===== config.mk =====
export PLATFORM = sky130hd
export DESIGN_NAME = instruction_fetch
export DESIGN_NICKNAME = d
export VERILOG_FILES = /design/src/rtl/instruction_fetch_pkg.sv /design/src/rtl/instruction_fetch.sv
export SDC_FILE = /design/constraint.sdc
export NUM_CORES = 1
export LEC_CHECK = 0
export ABC_CLOCK_PERIOD_IN_PS = 2800
export CAP_MARGIN = 15
export CELL_PAD_IN_SITES_DETAIL_PLACEMENT = 1
export CELL_PAD_IN_SITES_GLOBAL_PLACEMENT = 1
export CORE_MARGIN = 5
export CORE_UTILIZATION = 39
export CTS_BUF_LIST = sky130_fd_sc_hd__clkbuf_16
export CTS_CLUSTER_DIAMETER = 150
export DETAILED_ROUTE_END_ITERATION = 6
export GPL_TIMING_DRIVEN = 0
export PLACE_DENSITY = 0.91
export SLEW_MARGIN = 25
export SYNTH_ARGS = -nofsm -noshare
export SYNTH_HDL_FRONTEND = slang
export SYNTH_SLANG_ARGS = --single-unit

===== constraint.sdc =====
create_clock -name clock -period 2.8 [get_ports clock]
set_input_delay 0.84 -clock clock [delete_from_list [all_inputs] [get_ports clock]]
set_output_delay 0.84 -clock clock [all_outputs]
set_load 0.02 [all_outputs]

===== src/rtl/instruction_fetch_pkg.sv =====
// Shared processor definitions: word width, reset fetch address and the
// fetch FSM state encoding (also consumed by control_unit).
package instruction_fetch_pkg;

  localparam int WORD_W = 16;

  typedef logic [WORD_W-1:0] word_t;

  localparam word_t RESET_PC_DEFAULT = 16'h0000;

  typedef enum logic [1:0] {
    ST_IDLE  = 2'd0,
    ST_FETCH = 2'd1,
    ST_HOLD  = 2'd2
  } fetch_state_t;

endpackage


===== src/rtl/instruction_fetch.sv =====
// Instruction fetch unit: issues one memory read at a time, holds the
// returned word for control_unit, and handles branch redirects that may
// arrive while a read is still outstanding.
//
//   state | meaning
//   IDLE  | one cycle after reset, pc settles (may take a branch)
//   FETCH | mem_req high, waiting for mem_ack at mem_addr
//   HOLD  | instr_valid high, waiting for instr_ready or a branch
module instruction_fetch
  import instruction_fetch_pkg::*;
#(
  parameter logic [WORD_W-1:0] RESET_PC = RESET_PC_DEFAULT
) (
  input  logic              clock,
  input  logic              clear,
  output logic              mem_req,
  output logic [WORD_W-1:0] mem_addr,
  input  logic              mem_ack,
  input  logic [WORD_W-1:0] mem_data,
  output logic [WORD_W-1:0] instr,
  output logic [WORD_W-1:0] instr_pc,
  output logic              instr_valid,
  input  logic              instr_ready,
  input  logic              branch_taken,
  input  logic [WORD_W-1:0] branch_target
);

  fetch_state_t      state;
  fetch_state_t      state_next;
  logic [WORD_W-1:0] pc;
  // Set when a branch lands while a read is in flight; that read's data
  // must be thrown away when its ack finally arrives.
  logic              drop;

  // State register.
  always_ff @(posedge clock or negedge clear) begin
    if (!clear) state <= ST_IDLE;
    else        state <= state_next;
  end

  // Next-state decode.
  always_comb begin
    state_next = state;
    case (state)
      ST_IDLE:  state_next = ST_FETCH;
      ST_FETCH: if (mem_ack && !drop && !branch_taken) state_next = ST_HOLD;
      ST_HOLD:  if (instr_ready || branch_taken) state_next = ST_FETCH;
      default:  state_next = ST_IDLE;
    endcase
  end

  // Handshake outputs are pure functions of the state.
  always_comb begin
    mem_req     = (state == ST_FETCH);
    instr_valid = (state == ST_HOLD);
  end

  // Program counter, request address, held instruction and drop flag.
  // mem_addr is only rewritten when a new request starts, so it stays
  // constant for the lifetime of each request.
  always_ff @(posedge clock or negedge clear) begin
    if (!clear) begin
      pc       <= RESET_PC;
      mem_addr <= '0;
      instr    <= '0;
      instr_pc <= '0;
      drop     <= 1'b0;
    end else begin
      case (state)
        ST_IDLE: begin
          if (branch_taken) begin
            pc       <= branch_target;
            mem_addr <= branch_target;
          end else begin
            mem_addr <= pc;
          end
        end
        ST_FETCH: begin
          if (mem_ack) begin
            if (branch_taken) begin
              pc       <= branch_target;
              mem_addr <= branch_target;
              drop     <= 1'b0;
            end else if (drop) begin
              drop     <= 1'b0;
              mem_addr <= pc;
            end else begin
              instr    <= mem_data;
              instr_pc <= mem_addr;
              pc       <= mem_addr + 16'd1;
            end
          end else if (branch_taken) begin
            pc   <= branch_target;
            drop <= 1'b1;
          end
        end
        ST_HOLD: begin
          if (branch_taken) begin
            pc       <= branch_target;
            mem_addr <= branch_target;
          end else if (instr_ready) begin
            mem_addr <= pc;
          end
        end
        default: ;
      endcase
    end
  end

endmodule


==> impl_metrics.env, run 1 <==
export IMPL_p_clk_share_pct=21.2
export IMPL_chipWidth_um=99.45
export IMPL_first_pass_iters=4
export IMPL_synth_area_leader_cell="dfrtp_1"
export IMPL_drt_first_iter_violations=193
export IMPL_syn_cell_area_um2=3120
export IMPL_critical_path_class="register to primary output"
export IMPL_period_needed_ns=2.612
export IMPL_fin_crit_sh_pct=93.30
export IMPL_cts_hold_buf=0
export IMPL_dieArea_um2=9890
export IMPL_synth_top_area_share_pct=53.73
export IMPL_pwr_share_comb_pct=44.4
export IMPL_ys_seq_elements=67
export IMPL_fill_cells=892
export IMPL_synth_top_flop_cell="dfrtp_1"
export IMPL_synth_cell_type_count=37
export IMPL_reg2reg_from="mem_addr[0]"
export IMPL_maxSlewHeadroom_pct=63.52
export IMPL_grt_remaining_overflow=0
export IMPL_startpoint="state[0]"
export IMPL_post_cts_buffers=0
export IMPL_gp_congestion=0.7961
export IMPL_seqCellArea_um2=1677
export IMPL_p_int_mw=3.102
export IMPL_multi_input_area_um2=1343
export IMPL_post_route_util_pct=56.80
export IMPL_worstPathRequired_ns=1.96
export IMPL_ys_warn_count=0
export IMPL_insertion_delay_ns=0.33
export IMPL_fin_nets=464
export IMPL_crit_path_start_kind="register"
export IMPL_final_hold_viol_count=0
export IMPL_cts_sinks=67
export IMPL_total_power_mw=5.253
export IMPL_p_leak_nw=1.967
export IMPL_status="complete, no violations"
export IMPL_cts_resized_gates=0
export IMPL_cts_buffer_depth=2
export IMPL_rows=32
export IMPL_tightestPinTransition_ns=0.5472
export IMPL_h_tree_depth=3
export IMPL_postRouteAntennaNets=0
export IMPL_vias_per_cell=5.458
export IMPL_synth_edf_count=0
export IMPL_r2r_end="pc[10]"
export IMPL_drc_errors=0
export IMPL_antenna_found_initial=0
export IMPL_areaGrowthSynthToFinish_pct=41.38
export IMPL_syn_inst=329
export IMPL_diodes=0
export IMPL_instances_no_fill=533
export IMPL_synthTopCellsByCount="nand2_1, dfrtp_1, a21oi_1"
export IMPL_p_sw_mw=2.151
export IMPL_fmax_mhz=382.8
export IMPL_rr_worst_depth=5
export IMPL_grtUsageTotal_pct=22.02
export IMPL_netlist_top_cells_area="dfrtp_1, nand2_1, mux2i_1"
export IMPL_placedCellCount=517
export IMPL_ir_drop_mv=0.6435
export IMPL_die_y_um=99.45
export IMPL_powerDensity_nw_per_um2=1191
export IMPL_end_kind="primary output"
export IMPL_critPathCapture="mem_req"
export IMPL_yosysSeqAreaShare_pct=53.73
export IMPL_grt_pass1_vias=3236
export IMPL_clock_skew_final_ns=0.006876
export IMPL_seqPwrFrac_pct=34.3
export IMPL_io_buffer_count=85
export IMPL_cts_tree="built"
export IMPL_path_max_fanout=9
export IMPL_async_reset_ff_share_pct=100.0
export IMPL_core_area_um2=7767
export IMPL_drt_total_wl_um=10400
export IMPL_vias=2909
export IMPL_swShare_pct=40.95
export IMPL_layout_drive_gt1_share_pct=10.21
export IMPL_synth_most_common_cell="nand2_1"
export IMPL_grt_max_degree=44
export IMPL_synthesis_nets=367
export IMPL_root_buffer="clkbuf_16"
export IMPL_setup_viol_count_final=0
export IMPL_initial_core_util_pct=40.17
export IMPL_rsz0062_at_grt="no"
export IMPL_synth_avg_cell_area_um2=9.485
export IMPL_arrival_ns=1.77
export IMPL_wl_per_cell_um=19.51
export IMPL_dpl_hpwl_um=7351
export IMPL_io_pins=87
export IMPL_finalSetupTns_ns=0
export IMPL_report_final_slew_viol_count=0
export IMPL_r2r_setup_slack_ns=0.88
export IMPL_grt_pass1_wl_um=16970
export IMPL_hold_class="input port to asynchronous set/reset pin"
export IMPL_clkTransAtPathRegs_ns=0.06
export IMPL_whs_ns=0.4131
export IMPL_cts_buffers=9
export IMPL_maxCapViolCount=0
[registers in the layout, indices dropped and copies added (netlist names)]
register / flops
instr_pc: 16
mem_addr: 16
instr: 16
drop: 1
pc: 16
state: 2
[layer usage]
layer	routed length, µm	global-route usage (%)	share of wire (%)
met1	4123	25.59	40
met2	5428	38.58	52
met5	0	0	0
met3	552	6.592	5.3
met4	294	7.563	2.8
[per-stage QoR]
step	area (µm²)	worst slack [ns]
6_report	4412	0.1876
5_1_grt	4412	0.1245
4_1_cts	4412	0.2083
3_5_place_dp	4116	0.2823
3_3_place_gp	4099	-1.353
2_1_floorplan	3120	0.9711
[layout make-up]
class,count,area share [%]
plain buffers,19,2.212
clock buffers,9,5.105
clock inverters,7,1.588
inverters,1,0.08508
multi-input cells,242,30.43
flip-flops and latches,67,38.00
well taps,102,2.893
repair buffers,86,19.68
[critical path, cell delays in order, from the launching register on]
cell and delay, ns:
dfrtp_1 0.32, buf_2 0.18, nor2b_2 0.29, clkdlybuf4s50_1 0.65
[how the worst min path moves through the flow]
stage	cells past startpoint	start	slack, ns	to
floorplan	1	pc[2]	0.48	pc[2]
global placement	2	instr[14]	0.46	instr[14]
detailed placement	2	instr_pc[1]	0.47	instr_pc[1]
CTS	1	clear	0.41	instr_pc[3]
global route	1	clear	0.42	instr_pc[3]
finish	1	clear	0.41	instr_pc[3]
[power by group through the flow]
stage | logic, mW | clock network (mW) | registers, mW
6_report | 2.33 | 1.12 | 1.80
5_1_grt | 2.49 | 1.18 | 1.86
4_1_cts | 2.36 | 1.13 | 1.80
3_5_place_dp | 2.31 | 0 | 1.80
3_3_place_gp | 2.23 | 0 | 1.77
2_1_floorplan | 0.823 | 0 | 2.13
[layout by cell type (no fill, tap or decap), types with 3 or more instances in the layout]
| cell type | n |
|---|---|
| a21oi_1 | 24 |
| a221o_1 | 3 |
| a22oi_1 | 8 |
| buf_2 | 12 |
| buf_4 | 4 |
| clkbuf_1 | 4 |
| clkbuf_16 | 9 |
| clkdlybuf4s50_1 | 84 |
| clkinvlp_4 | 3 |
| dfrtp_1 | 67 |
| mux2i_1 | 16 |
| nand2_1 | 105 |
| nand3_1 | 7 |
| nor2_1 | 21 |
| nor3_1 | 3 |
| nor4_2 | 4 |
| o21ai_1 | 8 |
| o22ai_1 | 6 |
| xnor2_1 | 10 |
| xor2_1 | 4 |
[cells by family (layout without fill, tap and decap cells)]
group,count (synthesis),in the layout,share of synthesized area (%)
adders and majority gates,1,1,0.4009
DFF,67,67,53.73
xor gates and xnor gates,14,14,3.929
and+or+nand+nor,153,153,21.97
AOI/OAI and AO/OA,58,58,11.59
muxes,16,16,5.132
buffers and inverters,20,122,3.248
No activity file was read; power rests on OpenSTA's default activity.
==> run 2: changes to the inputs <==
--- a/config.mk
+++ b/config.mk
@@ -9,13 +9,12 @@
 export CAP_MARGIN = 15
 export CELL_PAD_IN_SITES_DETAIL_PLACEMENT = 1
 export CELL_PAD_IN_SITES_GLOBAL_PLACEMENT = 1
-export CORE_MARGIN = 5
 export CORE_UTILIZATION = 39
 export CTS_BUF_LIST = sky130_fd_sc_hd__clkbuf_16
 export CTS_CLUSTER_DIAMETER = 150
 export DETAILED_ROUTE_END_ITERATION = 6
 export GPL_TIMING_DRIVEN = 0
-export PLACE_DENSITY = 0.91
+export PLACE_DENSITY_LB_ADDON = 0.1
 export SLEW_MARGIN = 25
 export SYNTH_ARGS = -nofsm -noshare
 export SYNTH_HDL_FRONTEND = slang
==> impl_metrics.env, run 2 (synthesized netlist as in run 1, its figures left out) <==
export IMPL_cts_sinks=67
export IMPL_cts_hold_buf=0
export IMPL_placedCellCount=517
export IMPL_final_hold_viol_count=0
export IMPL_rows=32
export IMPL_grt_max_degree=39
export IMPL_path_max_fanout=9
export IMPL_clock_skew_final_ns=0.005127
export IMPL_instances_no_fill=533
export IMPL_wl_per_cell_um=17.09
export IMPL_dpl_hpwl_um=6507
export IMPL_cts_resized_gates=0
export IMPL_postRouteAntennaNets=0
export IMPL_multi_input_area_um2=1343
export IMPL_post_cts_buffers=0
export IMPL_grt_pass1_wl_um=14870
export IMPL_tightestPinTransition_ns=0.5252
export IMPL_r2r_end="pc[14]"
export IMPL_setup_viol_count_final=0
export IMPL_powerDensity_nw_per_um2=1178
export IMPL_crit_path_start_kind="register"
export IMPL_grtUsageTotal_pct=23.26
export IMPL_core_area_um2=7727
export IMPL_fin_crit_sh_pct=92.18
export IMPL_cts_tree="built"
export IMPL_gp_congestion=0.8092
export IMPL_total_power_mw=5.204
export IMPL_arrival_ns=1.74
export IMPL_seqCellArea_um2=1677
export IMPL_drt_first_iter_violations=63
export IMPL_end_kind="primary output"
export IMPL_antenna_found_initial=0
export IMPL_clkTransAtPathRegs_ns=0.06
export IMPL_post_route_util_pct=57.17
export IMPL_chipWidth_um=91.45
export IMPL_diodes=0
export IMPL_grt_remaining_overflow=0
export IMPL_h_tree_depth=3
export IMPL_worstPathRequired_ns=1.96
export IMPL_areaGrowthSynthToFinish_pct=41.58
export IMPL_final_common_cell="nand2_1"
export IMPL_rr_worst_depth=5
export IMPL_fill_cells=874
export IMPL_initial_core_util_pct=40.38
export IMPL_hold_class="input port to asynchronous set/reset pin"
export IMPL_whs_ns=0.4373
export IMPL_drc_errors=0
export IMPL_drt_total_wl_um=9110
export IMPL_mostFrequentLayoutCells="nand2_1, clkdlybuf4s50_1, dfrtp_1"
export IMPL_vias_per_cell=5.212
export IMPL_fin_nets=464
export IMPL_root_buffer="clkbuf_16"
export IMPL_status="complete, no violations"
export IMPL_reg2reg_from="mem_addr[0]"
export IMPL_first_pass_iters=4
export IMPL_maxCapViolCount=0
export IMPL_insertion_delay_ns=0.33
export IMPL_p_leak_nw=1.971
export IMPL_period_needed_ns=2.581
export IMPL_r2r_setup_slack_ns=1.05
export IMPL_ir_drop_mv=0.5567
export IMPL_vias=2778
export IMPL_io_buffer_count=85
export IMPL_fmax_mhz=387.4
export IMPL_rsz0062_at_grt="no"
export IMPL_critical_path_class="register to primary output"
export IMPL_io_pins=87
export IMPL_die_y_um=91.45
export IMPL_cts_buffers=9
export IMPL_dieArea_um2=8363
export IMPL_maxSlewHeadroom_pct=64.99
export IMPL_cts_buffer_depth=2
export IMPL_grt_pass1_vias=2800
export IMPL_report_final_slew_viol_count=0
export IMPL_layout_drive_gt1_share_pct=10.44
==> run 2: layout make-up <==
type	count	share of cell area [%]
sequential	67	37.95
multi-input combinational	242	30.39
timing repair buffer	86	19.65
clock buffer	9	5.098
tap	102	2.889
buffer	19	2.209
clock inverter	7	1.728
inverter	1	0.08496
==> run 2: worst max-delay path by stage <==
stage	startpoint	cells past startpoint	slack (ns)	to
floorplan	branch_taken	7	0.97	instr_pc[8]
global placement	clear	1	-1.51	instr_pc[12]
detailed placement	mem_ack	6	0.27	instr_pc[11]
CTS	state[0]	3	0.20	mem_req
global route	state[0]	3	0.12	mem_req
finish	state[0]	3	0.22	mem_req
==> run 2: report_power, final <==
| group | leakage [nW] | internal [mW] | switching (mW) |
|---|---|---|---|
| Combinational | 1.03 | 1.03 | 1.24 |
| Sequential | 0.797 | 1.39 | 0.403 |
| Clock | 0.142 | 0.695 | 0.453 |
==> run 2: stage by stage <==
step,setup WS (ns),setup TNS (ns),instance area [µm²]
4_1_cts,0.2002,0,4418
2_1_floorplan,0.9711,0,3120
6_report,0.2190,0,4418
3_5_place_dp,0.2718,0,4116
5_1_grt,0.1208,0,4418
3_3_place_gp,-1.508,-100.80,4099
==> run 2: worst max-delay path: stages (launching register included) <==
cell,delay (ns)
dfrtp_1,0.31
buf_2,0.18
nor2b_2,0.27
clkdlybuf4s50_1,0.64
==> run 2: per-layer routing <==
| layer | wire, µm | GRT usage [%] |
|---|---|---|
| met5 | 0 | 0 |
| met1 | 4076 | 29.76 |
| met2 | 4598 | 39.72 |
| met3 | 322 | 3.601 |
| met4 | 112 | 8.466 |
